[src/rtl/signal_delay_pkg.sv]
// Shared types and helpers for the signal_delay_line delay block.
package signal_delay_pkg;

    typedef enum logic [0:0] {
        SD_FILL = 1'b0,
        SD_RUN  = 1'b1
    } sd_state_t;

    localparam int SD_MIN_DLY = 1;

    // Width of the delay-select field: must encode 0..max_dly.
    function automatic int sd_dly_w(input int max_dly);
        return $clog2(max_dly + 1);
    endfunction

    // Fill counter only ever needs to reach max_dly-1; keep at least one bit.
    function automatic int sd_cnt_w(input int max_dly);
        return (max_dly > 1) ? $clog2(max_dly) : 1;
    endfunction

    function automatic int sd_clamp_dly(input int sel, input int max_dly);
        if (sel < SD_MIN_DLY) return SD_MIN_DLY;
        if (sel > max_dly)    return max_dly;
        return sel;
    endfunction

endpackage

[src/rtl/signal_delay_stage.sv]
// One {valid, data} delay stage with clock enable; optional valid clear
// on `flush` when SIGNAL_DELAY_FLUSH_EN is defined.
module signal_delay_stage
    import signal_delay_pkg::*;
#(
    parameter int WIDTH = 1
) (
    input  logic             clk,
    input  logic             reset_n,
    input  logic             ce,
`ifdef SIGNAL_DELAY_FLUSH_EN
    input  logic             flush,
`endif
    input  logic             vld_in,
    input  logic [WIDTH-1:0] data_in,
    output logic             vld_out,
    output logic [WIDTH-1:0] data_out
);

    always_ff @(posedge clk or negedge reset_n) begin
        if (!reset_n) begin
            vld_out  <= 1'b0;
            data_out <= '0;
        end else begin
            if (ce) begin
                vld_out  <= vld_in;
                data_out <= data_in;
            end
`ifdef SIGNAL_DELAY_FLUSH_EN
            // Flush wins over a simultaneous shift; data is left in place.
            if (flush) begin
                vld_out <= 1'b0;
            end
`endif
        end
    end

endmodule

[src/rtl/signal_delay_line.sv]
// Runtime-programmable delay line with valid tracking, ce stalling and a
// fill/realign FSM. Define SIGNAL_DELAY_FLUSH_EN to add the `flush` input.
module signal_delay_line
    import signal_delay_pkg::*;
#(
    parameter int WIDTH       = 1,
    parameter int MAX_DLY     = 8,
    parameter int DEFAULT_DLY = 3
) (
    input  logic                         clk,
    input  logic                         reset_n,
    input  logic                         ce,
`ifdef SIGNAL_DELAY_FLUSH_EN
    input  logic                         flush,
`endif
    input  logic [$clog2(MAX_DLY+1)-1:0] dly_sel,
    input  logic [WIDTH-1:0]             data_in,
    input  logic                         valid_in,
    output logic [WIDTH-1:0]             data_out,
    output logic                         valid_out,
    output logic                         locked
);

    localparam int DLY_W = sd_dly_w(MAX_DLY);
    localparam int CNT_W = sd_cnt_w(MAX_DLY);
    localparam logic [CNT_W-1:0] CNT_MAX = '1;

    logic             stage_vld  [MAX_DLY];
    logic [WIDTH-1:0] stage_data [MAX_DLY];
    logic [DLY_W-1:0] dly_q;
    logic [CNT_W-1:0] fill_cnt;
    logic [CNT_W-1:0] tap_idx;
    sd_state_t        state;
    logic             locked_q;
    logic             dly_change;
    int               d_cur;
    int               d_req;

    for (genvar i = 0; i < MAX_DLY; i++) begin : g_stage
        logic             vld_src;
        logic [WIDTH-1:0] data_src;

        if (i == 0) begin : g_head
            assign vld_src  = valid_in;
            assign data_src = data_in;
        end else begin : g_tail
            assign vld_src  = stage_vld[i-1];
            assign data_src = stage_data[i-1];
        end

        signal_delay_stage #(
            .WIDTH (WIDTH)
        ) u_stage (
            .clk      (clk),
            .reset_n  (reset_n),
            .ce       (ce),
`ifdef SIGNAL_DELAY_FLUSH_EN
            .flush    (flush),
`endif
            .vld_in   (vld_src),
            .data_in  (data_src),
            .vld_out  (stage_vld[i]),
            .data_out (stage_data[i])
        );
    end

    always_comb begin
        d_cur      = sd_clamp_dly(int'(dly_q), MAX_DLY);
        d_req      = sd_clamp_dly(int'(dly_sel), MAX_DLY);
        dly_change = (d_req != d_cur);
        tap_idx    = CNT_W'(d_cur - 1);
    end

    // dly_q tracks the request every edge, stalled or not.
    always_ff @(posedge clk or negedge reset_n) begin
        if (!reset_n) begin
            dly_q <= DLY_W'(DEFAULT_DLY);
        end else begin
            dly_q <= dly_sel;
        end
    end

    always_ff @(posedge clk or negedge reset_n) begin
        if (!reset_n) begin
            state    <= SD_FILL;
            fill_cnt <= '0;
            locked_q <= 1'b0;
        end else begin
`ifdef SIGNAL_DELAY_FLUSH_EN
            if (flush) begin
                state    <= SD_FILL;
                fill_cnt <= '0;
                locked_q <= 1'b0;
            end else
`endif
            if (dly_change) begin
                // Realign: stale stages stay, hidden by the lock mask.
                state    <= SD_FILL;
                fill_cnt <= '0;
                locked_q <= 1'b0;
            end else if (ce && state == SD_FILL) begin
                if (int'(fill_cnt) == d_cur - 1) begin
                    state    <= SD_RUN;
                    locked_q <= 1'b1;
                end else if (fill_cnt != CNT_MAX) begin
                    fill_cnt <= fill_cnt + CNT_W'(1);
                end
            end
        end
    end

    assign data_out  = stage_data[tap_idx];
    assign valid_out = stage_vld[tap_idx] & locked_q;
    assign locked    = locked_q;

endmodule
[config.mk]
export PLATFORM = sky130hd
export DESIGN_NAME = signal_delay_line
export DESIGN_NICKNAME = d
export VERILOG_FILES = /design/src/rtl/signal_delay_pkg.sv /design/src/rtl/signal_delay_stage.sv /design/src/rtl/signal_delay_line.sv
export SDC_FILE = /design/constraint.sdc
export NUM_CORES = 1
export LEC_CHECK = 0
export ABC_AREA = 1
export BUFFER_PORTS_ARGS = -buffer_cell sky130_fd_sc_hd__clkbuf_2
export CAP_MARGIN = 20
export CELL_PAD_IN_SITES_DETAIL_PLACEMENT = 0
export CELL_PAD_IN_SITES_GLOBAL_PLACEMENT = 1
export CORE_ASPECT_RATIO = 0.9
export CORE_MARGIN = 5
export CORE_UTILIZATION = 39
export DETAILED_ROUTE_END_ITERATION = 8
export HOLD_SLACK_MARGIN = 0.02
export MAX_ROUTING_LAYER = met4
export PLACE_DENSITY_LB_ADDON = 0.1
export SLEW_MARGIN = 20
export SYNTH_ARGS = -nofsm -noshare
export SYNTH_HDL_FRONTEND = slang
export SYNTH_SLANG_ARGS = --single-unit
[constraint.sdc]
create_clock -name clk -period 1.8 [get_ports clk]
set_clock_uncertainty 0.05 [all_clocks]
set_input_delay 0.18 -clock clk [delete_from_list [all_inputs] [get_ports clk]]
set_output_delay 0.18 -clock clk [all_outputs]
set_load 0.01 [all_outputs]
After elaboration in Yosys (flattened, before gate mapping)
Index checks and enable logic that the tools add are counted.
{"block": "totals", "regBits": 24, "in_bits": 9, "output_inout_bits": 3, "elab_cells": 66}
{"block": "classes", "n_addsub": 2, "n_lt_le_gt_ge": 5, "eq_ne": 4, "mux": 27, "bitwise_logic": 3, "n_reduce_logical": 6}
{"cell": "32-bit two-way mux", "count": 5}
{"cell": "4-bit by 32-bit == test with 1-bit output", "count": 1}
{"cell": "32-bit inequality test", "count": 1}
{"cell": "32-bit by 2-bit subtractor with 32-bit output (second input constant)", "count": 1}
{"cell": "1-bit two-way mux", "count": 15}
{"cell": "3-bit two-way mux", "count": 4}
{"cell": "4-bit greater-than comparator (second input constant)", "count": 2}
{"cell": "4-bit by 1-bit less-than comparator with 1-bit output (second input constant)", "count": 2}
{"cell": "1-bit binary-select mux with 3-bit select", "count": 2}
{"cell": "2-bit nonzero test", "count": 3}
{"cell": "4-bit >= comparator (second input constant)", "count": 1}
{"cell": "4-bit two-way mux", "count": 1}
{"cell": "3-bit NOT with 4-bit output", "count": 1}
{"cell": "3-bit by 1-bit adder with 3-bit output (second input constant)", "count": 1}
{"cell": "3-bit inequality test (second input constant)", "count": 1}
{"cell": "3-bit AND reduction", "count": 1}
{"cell": "2-bit inequality test (second input constant)", "count": 1}
{"cell": "2-bit AND reduction", "count": 1}
{"cell": "1-bit AND", "count": 1}
{"cell": "1-bit logical AND", "count": 1}
{"cell": "1-bit NOT", "count": 1}

Longest topological paths before layout
Gate-level depths: netlist of run 1.
{"block": "logic_depth", "word_depth": 11, "mapped_depth": 15, "ltp_nobuf": 14}

Modules after synthesis
A second synthesis of run 1 with hierarchy kept.
{"block": "unflattened", "hier_cells": 179, "area_unflattened_um2": 1367.6}
{"mod": "signal_delay_line", "n_inst": 1, "cells_per_inst": 107, "area_per_inst_um2": 757.0, "seq_area_each_um2": 202.7}
{"mod": "signal_delay_stage", "n_inst": 8, "cells_per_inst": 9, "area_per_inst_um2": 76.3, "seq_area_each_um2": 50.0}

Least setup slack after synthesis of run 1
No wires, ideal clock.
{"block": "synth_path", "kind": "register to register", "startpoint": "reg dly_q[2]", "endpoint": "reg fill_cnt[0]", "setup_time_ns": 0.117, "arrival_ns": 1.753, "path_slack_ns": -0.119, "path_stages_with_launch": 14, "path_buffers": 1, "period_less_slack_ns": 1.919, "cell_sequence": "dfrtp_1 > buf_6 > o21ai_4 > nand2_4 > ha_1 > inv_2 > nand2_1 > nand3_1 > nor2_1 > nand2_2 > o21bai_4 > nand2_1 > nand2_1 > nor2_1"}
{"block": "synth_via", "elab_chain_len": 9}
{"item": "from (decl)", "line": "signal_delay_line.sv:30", "text": "logic [DLY_W-1:0] dly_q;"}
{"item": "from (signal assigned)", "line": "signal_delay_line.sv:77", "text": "dly_q <= DLY_W'(DEFAULT_DLY);"}
{"item": "from (signal assigned)", "line": "signal_delay_line.sv:79", "text": "dly_q <= dly_sel;"}
{"item": "4-bit by 1-bit less-than comparator with 1-bit output / 4-bit greater-than comparator (equally long branches)", "line": "signal_delay_pkg.sv:22, signal_delay_pkg.sv:23"}
{"item": "1-bit two-way mux (on tied branches)", "line": "signal_delay_pkg.sv:22, signal_delay_pkg.sv:23"}
{"item": "4-bit two-way mux / 1-bit two-way mux (equally long branches)", "line": "signal_delay_pkg.sv:23", "text": "if (sel > max_dly) return max_dly;"}
{"item": "32-bit two-way mux", "line": "signal_delay_pkg.sv:24", "text": "return sel;"}
{"item": "32-bit two-way mux *", "line": "signal_delay_pkg.sv:23"}
{"item": "32-bit by 2-bit subtractor with 32-bit output", "line": "signal_delay_line.sv:102", "text": "if (int'(fill_cnt) == d_cur - 1) begin"}
{"item": "4-bit by 32-bit == test with 1-bit output", "line": "signal_delay_line.sv:102"}
{"item": "2-bit inequality test (no line)"}
{"item": "3-bit AND reduction (no line)"}
{"item": "to (signal assigned)", "line": "signal_delay_line.sv:106", "text": "fill_cnt <= fill_cnt + CNT_W'(1);"}
{"item": "to (decl)", "line": "signal_delay_line.sv:31", "text": "logic [CNT_W-1:0] fill_cnt;"}
Every way passes the cells marked *; elsewhere a longest branch is shown, timed or not. The select of a mux whose other input is x is not followed.
A chain may end at the register's enable or synchronous reset.

Worst setup path after layout of run 1
{"block": "layout_path", "startpoint": "reg dly_q[0]", "endpoint": "out data_out"}
{"block": "layout_via", "elab_chain_len": 10}
{"item": "4-bit by 1-bit less-than comparator with 1-bit output / 4-bit greater-than comparator (equally long branches)", "line": "signal_delay_pkg.sv:22, signal_delay_pkg.sv:23"}
{"item": "1-bit two-way mux (on tied branches)", "line": "signal_delay_pkg.sv:22, signal_delay_pkg.sv:23"}
{"item": "4-bit two-way mux / 1-bit two-way mux (equally long branches)", "line": "signal_delay_pkg.sv:23"}
{"item": "32-bit two-way mux", "line": "signal_delay_pkg.sv:24"}
{"item": "32-bit two-way mux *", "line": "signal_delay_pkg.sv:23"}
{"item": "32-bit by 2-bit subtractor with 32-bit output *"}
{"item": "3-bit NOT with 4-bit output (not written as such) *", "line": "signal_delay_line.sv:112", "text": "assign data_out = stage_data[tap_idx];"}
{"item": "1-bit binary-select mux with 3-bit select *", "line": "signal_delay_line.sv:112"}
{"item": "1-bit two-way mux (not written as such) * (2 in a row)", "line": "signal_delay_line.sv:112"}
{"item": "to (decl)", "line": "signal_delay_line.sv:19", "text": "output logic [WIDTH-1:0] data_out,"}
Marks and branches as above.

==> results of run 1 <==
## power by group
| group | internal (mW) | leakage [nW] | switching (mW) |
|---|---|---|---|
| clock | 0.297 | 0.0357 | 0.182 |
| sequential | 0.598 | 0.286 | 0.0405 |
| combinational | 0.152 | 0.539 | 0.181 |
| total | 1.05 | 0.860 | 0.403 |
## stage by stage
stage          TNS (ns)  setup slack [ns]   util  std cells
3_5_place_dp     -0.729            -0.141  0.447        227
4_1_cts           -1.58            -0.344  0.499        241
6_report          -1.72            -0.343  0.524        243
2_1_floorplan   -0.0406           -0.0144      -        168
5_1_grt           -2.42            -0.465  0.524        243
3_3_place_gp     -0.415           -0.0836  0.447        227
## cells by family (layout without fill, tap and decap cells)
| kind of cell | after synthesis | count (layout) | share of synthesized area |
|---|---|---|---|
| compound gates | 34 | 34 | 0.151 |
| xor+xnor | 2 | 2 | 0.0131 |
| fa+ha+maj | 4 | 4 | 0.0374 |
| buf+inv | 29 | 60 | 0.0963 |
| flops | 24 | 24 | 0.451 |
| mux | 1 | 1 | 0.00842 |
| simple gates | 74 | 74 | 0.243 |
## synthesized netlist by cell type, drive strengths merged (2+ instances only)
library cell	number
clkbuf	4
inv	22
a21oi	12
ha	4
o21ai	18
nand3	8
dfstp	2
dfrtp	22
buf	2
o211ai	2
nor2	25
nand2	39
## flip-flops by register name, indices dropped and copies added, names as in the netlist
register and flops:
g_stage.u_stage.vld_out 8, g_stage.u_stage.data_out 8, fill_cnt 3, locked 1
dly_q 4
## worst max-delay path by stage
stage                             end     start  slack, ns  depth (start not counted)
after floorplan           fill_cnt[0]  dly_q[1]      -0.01                         13
after global placement      valid_out  dly_q[1]      -0.08                         11
after detailed placement  fill_cnt[2]  dly_q[1]      -0.14                         14
after CTS                    data_out  dly_q[0]      -0.34                         10
after global routing         data_out  dly_q[1]      -0.47                         11
final                        data_out  dly_q[0]      -0.34                         10
## critical path: cells and delay by family, from the launching register on
kind	cells	cell delay, ns
buf+inv	3	0.29
fa+ha+maj	1	0.30
simple gates	2	0.15
compound gates	4	0.32
flops	1	0.59
## cell type report
class	count	area (µm²)
multi-input combinational	115	688
tap	44	55.1
timing repair buffer	34	251
inverter	22	85.1
sequential	24	604
clock inverter	1	30.0
clock buffer	3	41.3
fill	325	1600
## repair_timing
action | CTS | global route
endpoints found under the hold margin | 26 | 0
hold buffers | 5 | 0
setup buffers | 5 | 2
gates cloned | 0 | 0
resized for setup | 8 | 24
endpoints found under the setup margin | 6 | 6
pin swaps | 14 | 17
## routing by layer
| metal | wire, µm | GRT usage | part of all wire |
|---|---|---|---|
| met4 | 57 | 0.0305 | 0.020 |
| met1 | 1340 | 0.162 | 0.46 |
| met5 | 0 | - | 0 |
| met3 | 80 | 0.0382 | 0.028 |
| met2 | 1420 | 0.255 | 0.49 |
==> summary.txt, run 1 <==
CTS
  • Total CTS buffers: 3
  • Later-pin clock latency in the skew report: 0.27 ns
  • CTS clk-pin slew, worst paths: 0.09 ns
  • H-tree Lvls: 1
  • Clk buf depth: 2
  • TritonCTS clock tree: yes
  • Clock root buffer: clkbuf_8
  • CTS sink cnt: 24

Placed design
  • IO Port Bufs: 11
  • Placed cell areas: 0.00150 mm²
  • Global placement routability congestion: 0.830
  • DPL Wire Length: 2060 µm

Power and ir drop
  • Final Power: 1.45 mW
  • LEAKAGE: 0.860 nW
  • Pwr/cell area: 826 mW/mm²
  • Peak VDD IR: 0.572 mV

Final layout
  • Most frequent cells in the layout: nand2_1, nor2_1, dfrtp_1
  • Most common cell after layout, fill and taps aside: nand2_1
  • Layout Nets: 213
  • Fin area: 0.00176 mm²
  • Number of antenna diodes: 0
  • Synthesis-to-layout area growth: 31.2%
  • Fraction of layout cells with a size suffix above 1: 0.342

Synth
  • Syn Area/Cell: 7.96 µm²
  • Ys async rst share: 1.00
  • Synth area leader: dfrtp_1
  • EDFF count, synth: 0
  • Top cell type's share of synthesized area: 0.412
  • Number of synthesized register bits: 24
  • Post-synthesis sequential area ratio: 0.451
  • Post-synthesis cell count: 168
  • Net Count, Synth: 181
  • Ys flop type: dfrtp_1
  • Mapped cell area: 0.00134 mm²
  • Largest cells by area after synthesis: dfrtp_1, nand2_1, nor2_1, inv_1, o21ai_0
  • Yosys Warn Count: 0
  • Distinct cells, synth: 26

Min path
  • Hold depth: 3
  • Hold crit path type: primary input to flip-flop
  • WHS Endpoint: g_stage[0].u_stage.data_out
  • Hold Startpoint: data_in

Routing
  • DR vias/cell: 4.67
  • Routed length per instance: 11.9 µm
  • Detailed Routing Iterations Pass 1: 4
  • DRC viols: 0
  • Vias: 1134
  • 1st-iter DRT viols: 35
  • Detailed Route WL: 2900 µm
  • Post-DRT Antenna Nets: 0

STA
  • Min Tclk post-route: 2.14 ns
  • Fmax: 0.467 GHz
  • PnR worst setup slack: -0.343 ns
  • Worst-Margin Slew: 0.619 ns
  • Worst slew margin: 0.588
  • RSZ-0062 raised after global routing: true
  • Pins Over Slew Limit: 0
  • Final hold slack: 0.0691 ns
  • Setup violators final: 6
  • Period utilization: 1.19
  • Hold Vio Cnt, Final: 0

Setup path
  • Startpoint Class: flip-flop
  • CP Class: flip-flop to primary output
  • R2R Path End: fill_cnt[0]
  • Crit-path max cell delay: 0.59 ns
  • Crit. End Element: primary output
  • Crit path DAT: 1.91 ns
  • R2r setup slk: -0.30 ns
  • Worst-path maximum fanout: 4
  • Worst r2r path cells: 14
  • Critical-path top delay cell: dfstp_2
  • Critical Path RT: 1.57 ns
  • Reg-to-Reg Start: dly_q[0]
  • Crit path cell chain: inv_2 > o21ai_4 > nand2_4 > ha_4 > buf_6 > o21ai_2 > a21oi_1 > o21ai_1 > nand2_1 > buf_2

Global routing
  • First-pass GRT wire length: 5190 µm
  • Vias in the first global route: 1193
  • GRT Resource Usage Total: 0.143
  • Antenna violations before repair: 0
  • Overflow after GRT: 0
  • Largest net degree at the start of global routing: 25

Floorplan
  • Number of top-level pins: 12
  • Initial Util: 0.399
  • Std-Cell Rows: 20
  • Die footprint: 0.00470 mm²
  • DIE HEIGHT: 65.6 µm
  • Chip width: 71.7 µm
  • Core box area: 0.00335 mm²

Run status
  • Status: finished with violations
  • Failing checks: negative setup slack

Job
  • Max cap viols: 0
(Power assumes the default switching activity.)
==> run 2: changes to the inputs <==
Settings changed: CELL_PAD_IN_SITES_DETAIL_PLACEMENT 0 to 1.
==> summary.txt, run 2 (synthesis gave the netlist of run 1 again) <==
Power and ir drop
  • LEAKAGE: 0.883 nW
  • Pwr/cell area: 769 mW/mm²
  • Peak VDD IR: 0.527 mV
  • Final Power: 1.37 mW

CTS
  • CTS sink cnt: 24
  • Clk buf depth: 2
  • Later-pin clock latency in the skew report: 0.27 ns
  • TritonCTS clock tree: yes
  • CTS clk-pin slew, worst paths: 0.09 ns
  • Clock root buffer: clkbuf_8
  • Total CTS buffers: 3
  • H-tree Lvls: 1

Min path
  • Hold crit path type: primary input to flip-flop
  • Hold Startpoint: valid_in
  • Hold depth: 3
  • WHS Endpoint: g_stage[0].u_stage.vld_out

Final layout
  • Register area: 603 µm²
  • Most common cell after layout, fill and taps aside: nand2_1
  • Most frequent cells in the layout: nand2_1, dfrtp_1, nor2_1
  • Number of antenna diodes: 0
  • Final Util: 0.531
  • Fillcell total: 416
  • Layout Nets: 217
  • Synthesis-to-layout area growth: 33.1%
  • Layout Cells excl Fill: 247
  • Fin area: 0.00178 mm²
  • Fraction of layout cells with a size suffix above 1: 0.345
  • Top Registers: g_stage.u_stage.data_out: 8 flops, g_stage.u_stage.vld_out: 8 flops, dly_q: 4 flops
  • Multi-input gate area in the final layout: 694 µm²

STA
  • Fmax: 0.454 GHz
  • RSZ-0062 raised after global routing: true
  • Setup TNS Final: -2.18 ns
  • Worst-Margin Slew: 0.641 ns
  • Setup violators final: 6
  • PnR worst setup slack: -0.401 ns
  • Hold Vio Cnt, Final: 0
  • Pins Over Slew Limit: 0
  • Period utilization: 1.22
  • Worst slew margin: 0.573
  • Min Tclk post-route: 2.20 ns
  • Final hold slack: 0.0697 ns

Setup path
  • Crit-path max cell delay: 0.56 ns
  • Worst r2r path cells: 15
  • CP Class: flip-flop to primary output
  • Startpoint Class: flip-flop
  • Crit. End Element: primary output
  • Critical-path top delay cell: dfstp_2
  • Critical Path RT: 1.57 ns
  • Crit path cell chain: buf_6 > inv_4 > o21ai_4 > nand2_4 > ha_4 > buf_6 > o21ai_0 > a21oi_1 > nor2_1 > nor2_1 > buf_2
  • Crit path DAT: 1.97 ns
  • R2R Path End: fill_cnt[2]
  • Worst-path maximum fanout: 4
  • CP startpoint: dly_q[0]
  • R2r setup slk: -0.40 ns
  • Reg-to-Reg Start: dly_q[0]

Floorplan
  • Std-Cell Rows: 20
  • DIE HEIGHT: 65.6 µm
  • Initial Util: 0.399
  • Chip width: 71.7 µm
  • Number of top-level pins: 12
  • Die footprint: 0.00470 mm²
  • Core box area: 0.00335 mm²

Global routing
  • Vias in the first global route: 1370
  • GRT Resource Usage Total: 0.176
  • Overflow after GRT: 0
  • Antenna violations before repair: 0
  • First-pass GRT wire length: 6180 µm
  • Largest net degree at the start of global routing: 25

Placed design
  • IO Port Bufs: 11
  • Placed cell areas: 0.00150 mm²
  • Placed cells: 227
  • DPL Wire Length: 2480 µm
  • Worst slack, placed: -0.233 ns
  • Global placement routability congestion: 0.830

Run status
  • Status: finished with violations
  • Failing checks: negative setup slack

Routing
  • Routed length per instance: 14.7 µm
  • DR vias/cell: 4.81
  • Post-DRT Antenna Nets: 0
  • Detailed Route WL: 3630 µm
  • Vias: 1188
  • Detailed Routing Iterations Pass 1: 4
  • DRC viols: 0
  • 1st-iter DRT viols: 38

Job
  • Max cap viols: 0
-- run 2: cell types whose count changed in the layout (fill, tap and decap cells not counted), sizes merged --
cell and delta:
buf +4, bufinv -1, clkbuf +1
-- run 2: worst max-delay path by stage --
stage                       end  slack, ns  depth (start not counted)
finish                valid_out      -0.40                         11
detailed placement  fill_cnt[2]      -0.23                         14
global placement      valid_out      -0.08                         11
floorplan           fill_cnt[0]      -0.01                         13
global route          valid_out      -0.54                         13
CTS                    data_out      -0.42                         11
-- run 2: critical path: cells and delay by family (launching register included) --
kind | cells | cell delay [ns]
adder cells (fa/ha/maj) | 1 | 0.30
buffers and inverters | 4 | 0.38
flip-flops | 1 | 0.56
AND/OR/NAND/NOR | 3 | 0.22
AO/OA/AOI/OAI | 3 | 0.24
-- run 2: metal layers --
metal / track usage / routed length (µm)
met1: 0.187 / 1570
met2: 0.327 / 1930
met3: 0.0275 / 55
met4: 0.0704 / 80
met5: - / 0
-- run 2: final cells by class --
class,instances,area share
timing repair buffer,38,0.160
tap,44,0.0309
sequential,24,0.339
multi-input combinational,115,0.390
inverter,22,0.0492
clock buffer,4,0.0309
-- run 2: repair_timing --
| item | CTS | global route |
|---|---|---|
| pin swaps | 17 | 15 |
| gates resized for setup | 15 | 17 |
| setup endpoints to repair | 6 | 6 |
| hold buffers | 5 | 0 |
| cloned | 0 | 0 |
| hold endpoints to repair | 26 | 0 |
| buffers inserted | 7 | 4 |
-- run 2: power breakdown --
part	switching (mW)	total (mW)	internal, mW
Combinational	0.200	0.363	0.163
Sequential	0.0378	0.635	0.598
Clock	0.175	0.370	0.195
Total	0.412	1.37	0.956
==> run 3: changes to the inputs <==
Settings changed: CORE_ASPECT_RATIO 0.9 to 0.8, CORE_UTILIZATION 39 to 46.
Clock period 1.8 ns to 2.75 ns, I/O delays scaled along.
==> summary.txt, run 3 (synthesis gave the netlist of run 1 again) <==
Global routing
  • Overflow after GRT: 0
  • First-pass GRT wire length: 5450 µm
  • Antenna violations before repair: 0
  • Vias in the first global route: 1166
  • Largest net degree at the start of global routing: 34
  • GRT Resource Usage Total: 0.170

STA
  • Pins Over Slew Limit: 0
  • Worst-Margin Slew: 0.618 ns
  • Fmax: 0.392 GHz
  • Min Tclk post-route: 2.55 ns
  • Setup TNS Final: 0 ns
  • PnR worst setup slack: 0.198 ns
  • Hold Vio Cnt, Final: 0
  • Period utilization: 0.928
  • Worst slew margin: 0.588
  • Setup violators final: 0
  • RSZ-0062 raised after global routing: false

Min path
  • Hold crit path type: primary input to flip-flop
  • Hold depth: 1
  • Hold Startpoint: dly_sel[3]
  • WHS Endpoint: dly_q[3]

CTS
  • CTS sink cnt: 24
  • Clk buf depth: 2
  • H-tree Lvls: 1
  • CTS clk-pin slew, worst paths: 0.13 ns
  • Clock root buffer: clkbuf_4
  • TritonCTS clock tree: yes
  • Later-pin clock latency in the skew report: 0.32 ns
  • Total CTS buffers: 3

Floorplan
  • Chip width: 70.3 µm
  • Std-Cell Rows: 17
  • Core box area: 0.00277 mm²
  • DIE HEIGHT: 58.2 µm
  • Initial Util: 0.484
  • Number of top-level pins: 12
  • Die footprint: 0.00409 mm²

Routing
  • 1st-iter DRT viols: 73
  • Detailed Routing Iterations Pass 1: 4
  • WL met3: 100 µm
  • DR vias/cell: 4.92
  • Detailed Route WL: 3030 µm
  • Top layer in use: met4
  • Metal2 WL: 1400 µm
  • DRC viols: 0
  • Vias: 1077
  • Metal-1 WL: 1520 µm
  • Routed length per instance: 13.8 µm
  • Post-DRT Antenna Nets: 0

Power and ir drop
  • Peak VDD IR: 0.280 mV
  • Switching pwr: 238 µW
  • Combinational power share: 0.223
  • Int Power: 512 µW
  • Clk pwr share: 0.218
  • Pwr/cell area: 510 mW/mm²
  • Final Power: 750 µW
  • LEAKAGE: 0.736 nW
  • Switching share of power: 0.318
  • Seq pwr share: 0.558

Final layout
  • Number of antenna diodes: 0
  • Fillcell total: 366
  • Top Registers: g_stage.u_stage.data_out: 8 flops, g_stage.u_stage.vld_out: 8 flops, dly_q: 4 flops
  • Layout Nets: 195
  • Synthesis-to-layout area growth: 9.82%
  • Final Util: 0.531
  • Most frequent cells in the layout: nand2_1, nor2_1, dfrtp_1
  • Fraction of layout cells with a size suffix above 1: 0.177
  • Most common cell after layout, fill and taps aside: nand2_1
  • Fin area: 0.00147 mm²

Setup path
  • Crit-path max cell delay: 0.58 ns
  • R2R Path End: fill_cnt[1]
  • Startpoint Class: flip-flop
  • CP Class: flip-flop to primary output
  • Crit. End Element: primary output
  • Worst-path maximum fanout: 6
  • Worst r2r path cells: 14
  • Crit path DAT: 2.23 ns
  • R2r setup slk: 0.59 ns
  • Crit path cell chain: nor2_1 > nand2_1 > nand2_1 > nand2_1 > ha_2 > inv_2 > o21ai_1 > o21ai_0 > nor2_1 > nor2_1 > clkbuf_2
  • CP startpoint: dly_q[1]
  • Reg-to-Reg Start: dly_q[2]
  • Critical-path top delay cell: dfstp_2
  • Critical Path RT: 2.42 ns

Job
  • Max cap viols: 0

Run status
  • Status: complete, no violations

Placed design
  • Worst slack, placed: 0.504 ns
  • DPL Wire Length: 2310 µm
  • Global placement routability congestion: 0.887
  • Placed cell areas: 0.00139 mm²
  • IO Port Bufs: 11
## run 3: changes by cell type in the layout (fill, tap and decap cells not counted), sizes merged
| cell | delta |
|---|---|
| buf | -22 |
| clkbuf | +2 |
| dlygate4sd3 | -2 |
## run 3: worst max-delay path, delay by kind of cell, from the launching register on
kind,cells,cell delay (ns)
buffers and inverters,2,0.25
adder cells (fa/ha/maj),1,0.33
AO/OA/AOI/OAI,2,0.26
AND/OR/NAND/NOR,6,0.51
flip-flops,1,0.58
## run 3: power by group through the flow
| stage | Clock, mW | Combinational (mW) | Sequential [mW] |
|---|---|---|---|
| final | 0.163 | 0.168 | 0.419 |
| after global routing | 0.191 | 0.192 | 0.425 |
| after CTS | 0.171 | 0.166 | 0.419 |
| after detailed placement | 0 | 0.162 | 0.426 |
| after global placement | 0 | 0.152 | 0.426 |
| after floorplan | 0 | 0.123 | 0.415 |
## run 3: metrics by stage
step           std cells  hold WS, ns
5_1_grt              219       0.0203
3_5_place_dp         210        0.268
3_3_place_gp         210        0.252
4_1_cts              217       0.0227
6_report             219       0.0269
2_1_floorplan        168      -0.0706
## run 3: timing repair
action | CTS | global route
buffers inserted | 0 | 2
hold buffers | 3 | 0
resized for setup | 0 | 2
endpoints found under the setup margin | 0 | 1
hold endpoints to repair | 24 | 0
## run 3: per-layer routing
metal | track usage | vias to the layer above
li1 | - | 556
met1 | 0.226 | 503
met2 | 0.276 | 16
met3 | 0.0329 | 2
met4 | 0.0246 | 0
met5 | - | -
## run 3: worst max path at each step
stage,cells past startpoint,slack (ns),to
2_1_floorplan,13,0.83,fill_cnt[0]
3_3_place_gp,11,0.64,valid_out
3_5_place_dp,11,0.50,valid_out
4_1_cts,11,0.13,valid_out
5_1_grt,11,0.007,valid_out
6_report,11,0.20,valid_out
## run 3: area by class of cell
class	count	area (µm²)	share of cell area
Inverter	22	82.6	0.0562
Tap cell	38	47.5	0.0324
Timing Repair Buffer	16	100	0.0681
Clock buffer	4	26.3	0.0179
Sequential cell	24	604	0.411
Multi-Input combinational cell	115	608	0.414
